--- src/rtl/bcd_time_counter.sv ---
// MM:SS stopwatch digit source for the VGA clock painter.
// Start/stop/clear with up/down count, manual set while stopped, expiry flag.
module bcd_time_counter #(
    parameter int TICK_DIV = 50_000_000,
    parameter int PRESC_W  = 26
) (
    input  logic       clk,
    input  logic       reset,
    input  logic       start_stop,
    input  logic       clear,
    input  logic       count_down,
    input  logic       inc_min,
    input  logic       inc_sec,
    output logic [3:0] mDecimal,
    output logic [3:0] mUnit,
    output logic [3:0] sDecimal,
    output logic [3:0] sUnit,
    output logic       running,
    output logic       expired,
    output logic       tick
);

    typedef enum logic [1:0] {IDLE, RUN, PAUSE, DONE} state_t;

    localparam logic [PRESC_W-1:0] PRESC_MAX = PRESC_W'(TICK_DIV - 1);

    state_t state, state_n;
    logic [PRESC_W-1:0] presc, presc_n;
    logic dir, dir_n;
    logic [15:0] tm, tm_n;
    logic tick_n;

    // bit order: {inc_sec, inc_min, count_down, clear, start_stop}
    logic [4:0] s1, s2;
    logic [2:0] dly;
    logic start_e, inc_m_e, inc_s_e, clr, cnt_dn;
    logic step;
    logic [15:0] tm_up, tm_dn, tm_set;

    function automatic logic [7:0] inc60(input logic [7:0] v);
        logic [7:0] r;
        r = v;
        if (v[3:0] == 4'd9) begin
            r[3:0] = 4'd0;
            r[7:4] = (v[7:4] == 4'd5) ? 4'd0 : v[7:4] + 4'd1;
        end else begin
            r[3:0] = v[3:0] + 4'd1;
        end
        return r;
    endfunction

    function automatic logic [7:0] dec60(input logic [7:0] v);
        logic [7:0] r;
        r = v;
        if (v[3:0] == 4'd0) begin
            r[3:0] = 4'd9;
            r[7:4] = (v[7:4] == 4'd0) ? 4'd5 : v[7:4] - 4'd1;
        end else begin
            r[3:0] = v[3:0] - 4'd1;
        end
        return r;
    endfunction

    assign start_e = s2[0] & ~dly[0];
    assign clr     = s2[1];
    assign cnt_dn  = s2[2];
    assign inc_m_e = s2[3] & ~dly[1];
    assign inc_s_e = s2[4] & ~dly[2];

    assign step = (state == RUN) && (presc == PRESC_MAX);

    assign tm_up[7:0]  = inc60(tm[7:0]);
    assign tm_up[15:8] = (tm[7:0] == 8'h59) ? inc60(tm[15:8]) : tm[15:8];

    // 00:00 is held rather than wrapped to 59:59
    assign tm_dn = (tm == 16'h0000) ? tm :
                   {((tm[7:0] == 8'h00) ? dec60(tm[15:8]) : tm[15:8]),
                    dec60(tm[7:0])};

    assign tm_set = {(inc_m_e ? inc60(tm[15:8]) : tm[15:8]),
                     (inc_s_e ? inc60(tm[7:0]) : tm[7:0])};

    always_ff @(posedge clk) begin
        if (reset) begin
            state <= IDLE;
        end else begin
            state <= state_n;
        end
    end

    always_ff @(posedge clk) begin
        if (reset) begin
            s1    <= '0;
            s2    <= '0;
            dly   <= '0;
            presc <= '0;
            dir   <= 1'b0;
            tm    <= '0;
            tick  <= 1'b0;
        end else begin
            s1    <= {inc_sec, inc_min, count_down, clear, start_stop};
            s2    <= s1;
            dly   <= {s2[4], s2[3], s2[0]};
            presc <= presc_n;
            dir   <= dir_n;
            tm    <= tm_n;
            tick  <= tick_n;
        end
    end

    always_comb begin
        state_n = state;
        presc_n = presc;
        dir_n   = dir;
        tm_n    = tm;
        tick_n  = 1'b0;
        if (clr) begin
            state_n = IDLE;
            presc_n = '0;
            dir_n   = 1'b0;
            tm_n    = '0;
        end else begin
            unique case (state)
                IDLE: begin
                    if (start_e) begin
                        if (!(cnt_dn && tm == 16'h0000)) begin
                            state_n = RUN;
                            presc_n = '0;
                            dir_n   = cnt_dn;
                        end
                    end else begin
                        tm_n = tm_set;
                    end
                end
                RUN: begin
                    presc_n = step ? '0 : presc + 1'b1;
                    if (step) begin
                        tick_n = 1'b1;
                        tm_n   = dir ? tm_dn : tm_up;
                        if (dir && tm_n == 16'h0000) state_n = DONE;
                    end
                    if (start_e && state_n == RUN) state_n = PAUSE;
                end
                PAUSE: begin
                    if (start_e) state_n = RUN;
                    else tm_n = tm_set;
                end
                DONE: begin
                    if (start_e) state_n = IDLE;
                end
                default: state_n = IDLE;
            endcase
        end
    end

    assign mDecimal = tm[15:12];
    assign mUnit    = tm[11:8];
    assign sDecimal = tm[7:4];
    assign sUnit    = tm[3:0];
    assign running  = (state == RUN);
    assign expired  = (state == DONE);

endmodule
--- config.mk ---
export PLATFORM = sky130hd
export DESIGN_NAME = bcd_time_counter
export DESIGN_NICKNAME = d
export VERILOG_FILES = /design/src/rtl/bcd_time_counter.sv
export SDC_FILE = /design/constraint.sdc
export NUM_CORES = 1
export LEC_CHECK = 0
export CAP_MARGIN = 20
export CORE_ASPECT_RATIO = 1.5
export CORE_MARGIN = 3
export CORE_UTILIZATION = 42
export CTS_CLUSTER_DIAMETER = 120
export DETAILED_ROUTE_END_ITERATION = 6
export GPL_ROUTABILITY_DRIVEN = 0
export PLACE_DENSITY = 0.63
export SLEW_MARGIN = 25
export SYNTH_ARGS = -nofsm -noshare
export SYNTH_HDL_FRONTEND = slang
export SYNTH_SLANG_ARGS = --single-unit
--- constraint.sdc ---
create_clock -name clk -period 2.56 [get_ports clk]
set_clock_uncertainty 0.1 [all_clocks]
set_input_delay 0.512 -clock clk [delete_from_list [all_inputs] [get_ports clk]]
set_output_delay 0.512 -clock clk [all_outputs]
set_load 0.03 [all_outputs]
==> results_dict.tcl, run 1 <==
set metrics [dict create \
    final.setup.tns_ns 0 \
    vias_per_cell 5.83 \
    arrival_ns 2.62 \
    die_h_um 119 \
    yosysTopAreaCellShare_pct 33.2 \
    synth_common_cells "59 x dfxtp_1, 54 x nor2_1, 36 x nand2_1, 23 x o21ai_0" \
    drv_cap 0 \
    fillers 807 \
    vias 3504 \
    status "completed" \
    nets 500 \
    dp_hpwl_mm 6.78 \
    synthFlopType "dfxtp_1" \
    syn_area_sq_mm 0.00356 \
    yosysMostFrequentCell "dfxtp_1" \
    synthArstFlopShare_pct 0 \
    netlist_instances 447 \
    worst_pin_slew_ns 0.606 \
    p_leak_nw 1.58 \
    power_density_mw_per_mm2 511 \
    path_clk_slew_ns 0.05 \
    finalSetupViolCount 0 \
    ys_top_cells_by_area "dfxtp_1 33%, nor2_1 5.7%, xor2_1 5.4%" \
    cts.path.max_buffers 2 \
    ant_nets 0 \
    wire_per_inst_um 15.7 \
    seq_area_frac_synth_pct 33.2 \
    antenna_cells 0 \
    cts.sinks 59 \
    rsz0062_at_grt "false" \
    grt.total_usage_pct 21.1 \
    critPathRequiredTime_ns 2.74 \
    drcViolationCount 0 \
    synthToLayoutAreaGrowth_pct 24.7 \
    die-area_sq_mm 0.00964 \
    ys_warn_count 0 \
    synth-edff-count 0 \
    hold_path.class "flip-flop to flip-flop" \
    coreArea_sq_mm 0.00811 \
    crit_type "flip-flop to flip-flop" \
    grt_pass1_wl_mm 16.0 \
    synth_area_per_cell_sq_um 7.97 \
    cp-end-kind "flip-flop" \
    cts_hold_buf 0 \
    htree_levels 3 \
    slew_headroom_pct 59.6 \
    yosysUniqueCellTypes 65 \
    r2r_slack_ns 0.12 \
    crit_path_start_kind "flip-flop" \
    clock_latency_ns 0.33 \
    syn_nets 455 \
    slew_violations 0 \
    period_needed_ns 2.44 \
    hold_viol 0 \
    cp_max_fo 10 \
    die_x_um 81.2 \
    grt_pass1_vias 3369 \
    drive_above_1_share_pct 17.1 \
    cts_made_buffers 9 \
    antenna_found_initial 0 \
    drt_wl_total_mm 9.43 \
    drt_iter0_drc 253 \
    core.rowCount 40 \
    portBuffers 25 \
    fin_util_pct 54.8 \
    synth-seq-cells 59 \
    grt.overflow.total 0 \
    post-route-period-util_pct 95.3 \
    vdd_ir_drop_max_v 0.000454 \
    io-pin-count 26 \
    yosysTopAreaCell "dfxtp_1" \
    start_util_pct 43.9 \
    fmax_mhz 410 \
    tritoncts "done" \
    cts_root_buf "clkbuf_16" \
    grt_max_degree 26 \
    firstDrtPassIters 4 \
]
## metal layers
| layer | GRT usage [%] | share of wire, % | vias up | routed length [um] |
|---|---|---|---|---|
| li1 | - | - | 1708 | - |
| met1 | 24.1 | 40 | 1672 | 3800 |
| met2 | 35.3 | 51 | 93 | 4840 |
| met3 | 4.80 | 4.0 | 31 | 377 |
| met4 | 11.4 | 4.3 | 0 | 409 |
| met5 | 0 | 0 | - | 0 |
## flip-flops by register name, summed over array words and instances (netlist names)
register  count
state         2
s1            5
tick          1
s2            5
tm           16
dly           3
dir           1
presc        26
## power by group
part           switching [mW]  internal, mW  total [mW]
sequential            0.00867         0.933       0.942
combinational          0.0979        0.0677       0.166
clock                   0.424         0.738        1.16
total                   0.531          1.74        2.27
## cells by family after synthesis
logic type               Yosys count  synth area share (%)
AO/OA/AOI/OAI                     95                  18.4
XOR/XNOR                          32                  7.87
adder cells (fa/ha/maj)            1                 0.351
buffers and inverters             42                  5.20
flip-flops                        59                  33.2
multiplexers                       3                 0.843
AND/OR/NAND/NOR                  215                  34.2
## through the flow
| stage | hold WS, ns | area [sq um] | setup slack, ns | std cells | power, mW |
|---|---|---|---|---|---|
| after floorplan | 0.314 | 3560 | 0.119 | 447 | 1.06 |
| after global placement | 0.321 | 4110 | 0.103 | 586 | 1.12 |
| after detailed placement | 0.327 | 4110 | 0.0284 | 586 | 1.12 |
| after CTS | 0.341 | 4390 | 0.00261 | 601 | 2.27 |
| after global routing | 0.351 | 4440 | 0.00829 | 601 | 2.34 |
| final | 0.338 | 4440 | 0.120 | 601 | 2.27 |
## timing repair
| item | CTS | global route |
|---|---|---|
| hold endpoints to repair | 0 | 0 |
| setup endpoints to repair | 0 | 9 |
| resized for setup | 0 | 14 |
| buffers inserted | 0 | 0 |
## cells in the final DEF, fill, tap and decap left out, types with 11 or more instances in the layout
cell             netlist  routed
buf_4                  1      40
dfxtp_1               59      54
o21ai_0               23      22
nor2_1                54      53
nor2b_1               15      15
nand4_1               12      12
nand2_1               36      36
xor2_1                22      22
a21oi_1               20      20
nand3_1               22      21
clkdlybuf4s50_1        0      24
inv_1                 11      11
## final cells by class
class,count,area (sq um),share of cell area (%)
timing repair buffer,65,561,12.6
clock buffer,9,225,5.07
sequential,59,1190,26.7
inverter,11,41.3,0.930
tap,105,131,2.96
clock inverter,6,57.6,1.30
multi-input combinational,346,2240,50.4
## final timing paths
path                                from  endpoint  cells after the start
worst min register to register     s1[2]     s2[2]                      1
worst min-delay path               s1[2]     s2[2]                      1
worst max-delay path            presc[0]    tm[15]                      8
worst max register to register  presc[0]    tm[15]                      8
## critical path, cell delays in order (launching register included)
cell and delay (ns):
dfxtp_2 0.37, ha_4 0.16, and4bb_2 0.21, nand4_1 0.12
or4b_4 0.55, and2_4 0.19, or4_1 0.39, a21oi_1 0.15
o31a_1 0.13
No activity file was read; power rests on OpenSTA's default activity.
==> run 2, diff against run 1 <==
- SETUP_SLACK_MARGIN: not set -> 0.02
==> run 2 against run 1 <==
Cell count up 0.33%. Global-route usage about the same. Via count down 0.26%. Clock power hardly changed. Wire length down 0.67%. Total power decreased by 0.50%. Worst hold slack gained 0.00077 ns.
==> results_dict.tcl, run 2 (synthesized netlist as in run 1, its figures left out) <==
set metrics [dict create \
    cts.path.max_buffers 2 \
    core.rowCount 40 \
    p_comb_share_pct 7.4 \
    sw_frac_of_total_pct 22.9 \
    start_util_pct 43.9 \
    final_cell_mix "54 x dfxtp_1, 53 x nor2_1, 42 x buf_4" \
    grt.total_usage_pct 21.1 \
    dp_hpwl_mm 6.78 \
    antenna_cells 0 \
    slew_headroom_pct 60.0 \
    p_int_mw 1.74 \
    path_clk_slew_ns 0.05 \
    vias 3495 \
    grt.overflow.total 0 \
    cp-end-kind "flip-flop" \
    die_h_um 119 \
    crit_path_start_kind "flip-flop" \
    drv_cap 0 \
    hold_ws_ns 0.338 \
    crit_type "flip-flop to flip-flop" \
    grt_pass1_vias 3368 \
    slew_violations 0 \
    hold_path.class "flip-flop to flip-flop" \
    synthToLayoutAreaGrowth_pct 25.2 \
    p_sw_uw 518 \
    final.setup.tns_ns 0 \
    status "completed" \
    layout_commonest_cell "dfxtp_1" \
    grt_pass1_wl_mm 16.0 \
    worst_pin_slew_ns 0.600 \
    firstDrtPassIters 4 \
    post-route-period-util_pct 95.1 \
    drcViolationCount 0 \
    die-area_sq_mm 0.00964 \
    io-pin-count 26 \
    cts_hold_buf 0 \
    grt_max_degree 26 \
    hold_viol 0 \
    period_needed_ns 2.43 \
    drt_wl_total_mm 9.36 \
    coreArea_sq_mm 0.00811 \
    nets 502 \
    drt_iter0_drc 219 \
    htree_levels 3 \
    finalSetupViolCount 0 \
    reg.largest.list "presc (26), tm (16)" \
    path_cells "ha_4, and4bb_2, nand4_1, or4b_4, and2_4, or4_1, a21oi_1, o31a_1" \
    cp_slowest_cell "or4b_4" \
    wire_per_inst_um 15.5 \
    cts_made_buffers 9 \
    p_leak_nw 1.58 \
    cts.sinks 59 \
    clock_latency_ns 0.32 \
    fmax_mhz 411 \
    tritoncts "done" \
    seqPwrFrac_pct 41.7 \
    die_x_um 81.2 \
    rsz0062_at_grt "false" \
    power_density_mw_per_mm2 507 \
    arrival_ns 2.60 \
    p_clk_share_pct 50.9 \
    critPathRequiredTime_ns 2.73 \
    cp_max_fo 5 \
    ant_nets 0 \
    cts_root_buf "clkbuf_16" \
    portBuffers 25 \
    regMostFlops "presc" \
    antenna_found_initial 0 \
    largest_reg_flops 26 \
    slowest_delay_ns 0.58 \
    vdd_ir_drop_max_v 0.000438 \
    drive_above_1_share_pct 17.5 \
    vias_per_cell 5.80 \
]
[run 2: worst paths after layout]
check / startpoint / to / slack (ns) / cells after the start
setup / recovery: presc[0] / tm[15] / 0.13 / 8
hold / removal: s1[2] / s2[2] / 0.34 / 1
setup reg to reg: presc[0] / tm[15] / 0.13 / 8
hold reg to reg: s1[2] / s2[2] / 0.34 / 1
[run 2: power groups by stage]
stage	logic [mW]	registers [mW]	clock network, mW
finish	0.167	0.942	1.15
global route	0.184	0.942	1.22
CTS	0.164	0.941	1.17
detailed placement	0.163	0.959	0
global placement	0.162	0.959	0
floorplan	0.0965	0.962	0
[run 2: area by class of cell]
type,instances,area [sq um]
sequential,59,1190
clock buffer,9,225
tap,105,131
multi-input combinational,346,2240
clock inverter,6,57.6
timing repair buffer,67,576
fill,806,3650
inverter,11,41.3
[run 2: through the flow]
| stage | total power [mW] | instance area (sq um) | setup slack, ns | util (%) | cells |
|---|---|---|---|---|---|
| after floorplan | 1.06 | 3560 | 0.119 | - | 447 |
| after global routing | 2.34 | 4460 | 0.0202 | 55.0 | 603 |
| after detailed placement | 1.12 | 4110 | 0.0284 | 50.7 | 586 |
| final | 2.26 | 4460 | 0.125 | 55.0 | 603 |
| after CTS | 2.28 | 4400 | 0.0313 | 54.3 | 601 |
| after global placement | 1.12 | 4110 | 0.103 | 50.7 | 586 |
[run 2: critical path, delay by kind of cell (launching register included)]
family / cells / cell delay (ns)
flip-flops: 1 / 0.37
adder cells (fa/ha/maj): 1 / 0.15
AO/OA/AOI/OAI: 2 / 0.28
AND/OR/NAND/NOR: 5 / 1.47
[run 2: repair_timing]
item	CTS	global route
buffers inserted	0	2
pin swaps	0	4
setup endpoints to repair	2	6
resized for setup	2	13
endpoints found under the hold margin	0	0
[run 2: layer usage]
| layer | global-route usage, % | up-vias | share of wire (%) |
|---|---|---|---|
| met1 | 24.1 | 1651 | 40 |
| met2 | 35.3 | 108 | 52 |
| met4 | 11.4 | 0 | 4.0 |
| met5 | 0 | - | 0 |
| met3 | 4.80 | 31 | 3.9 |
| li1 | - | 1705 | - |
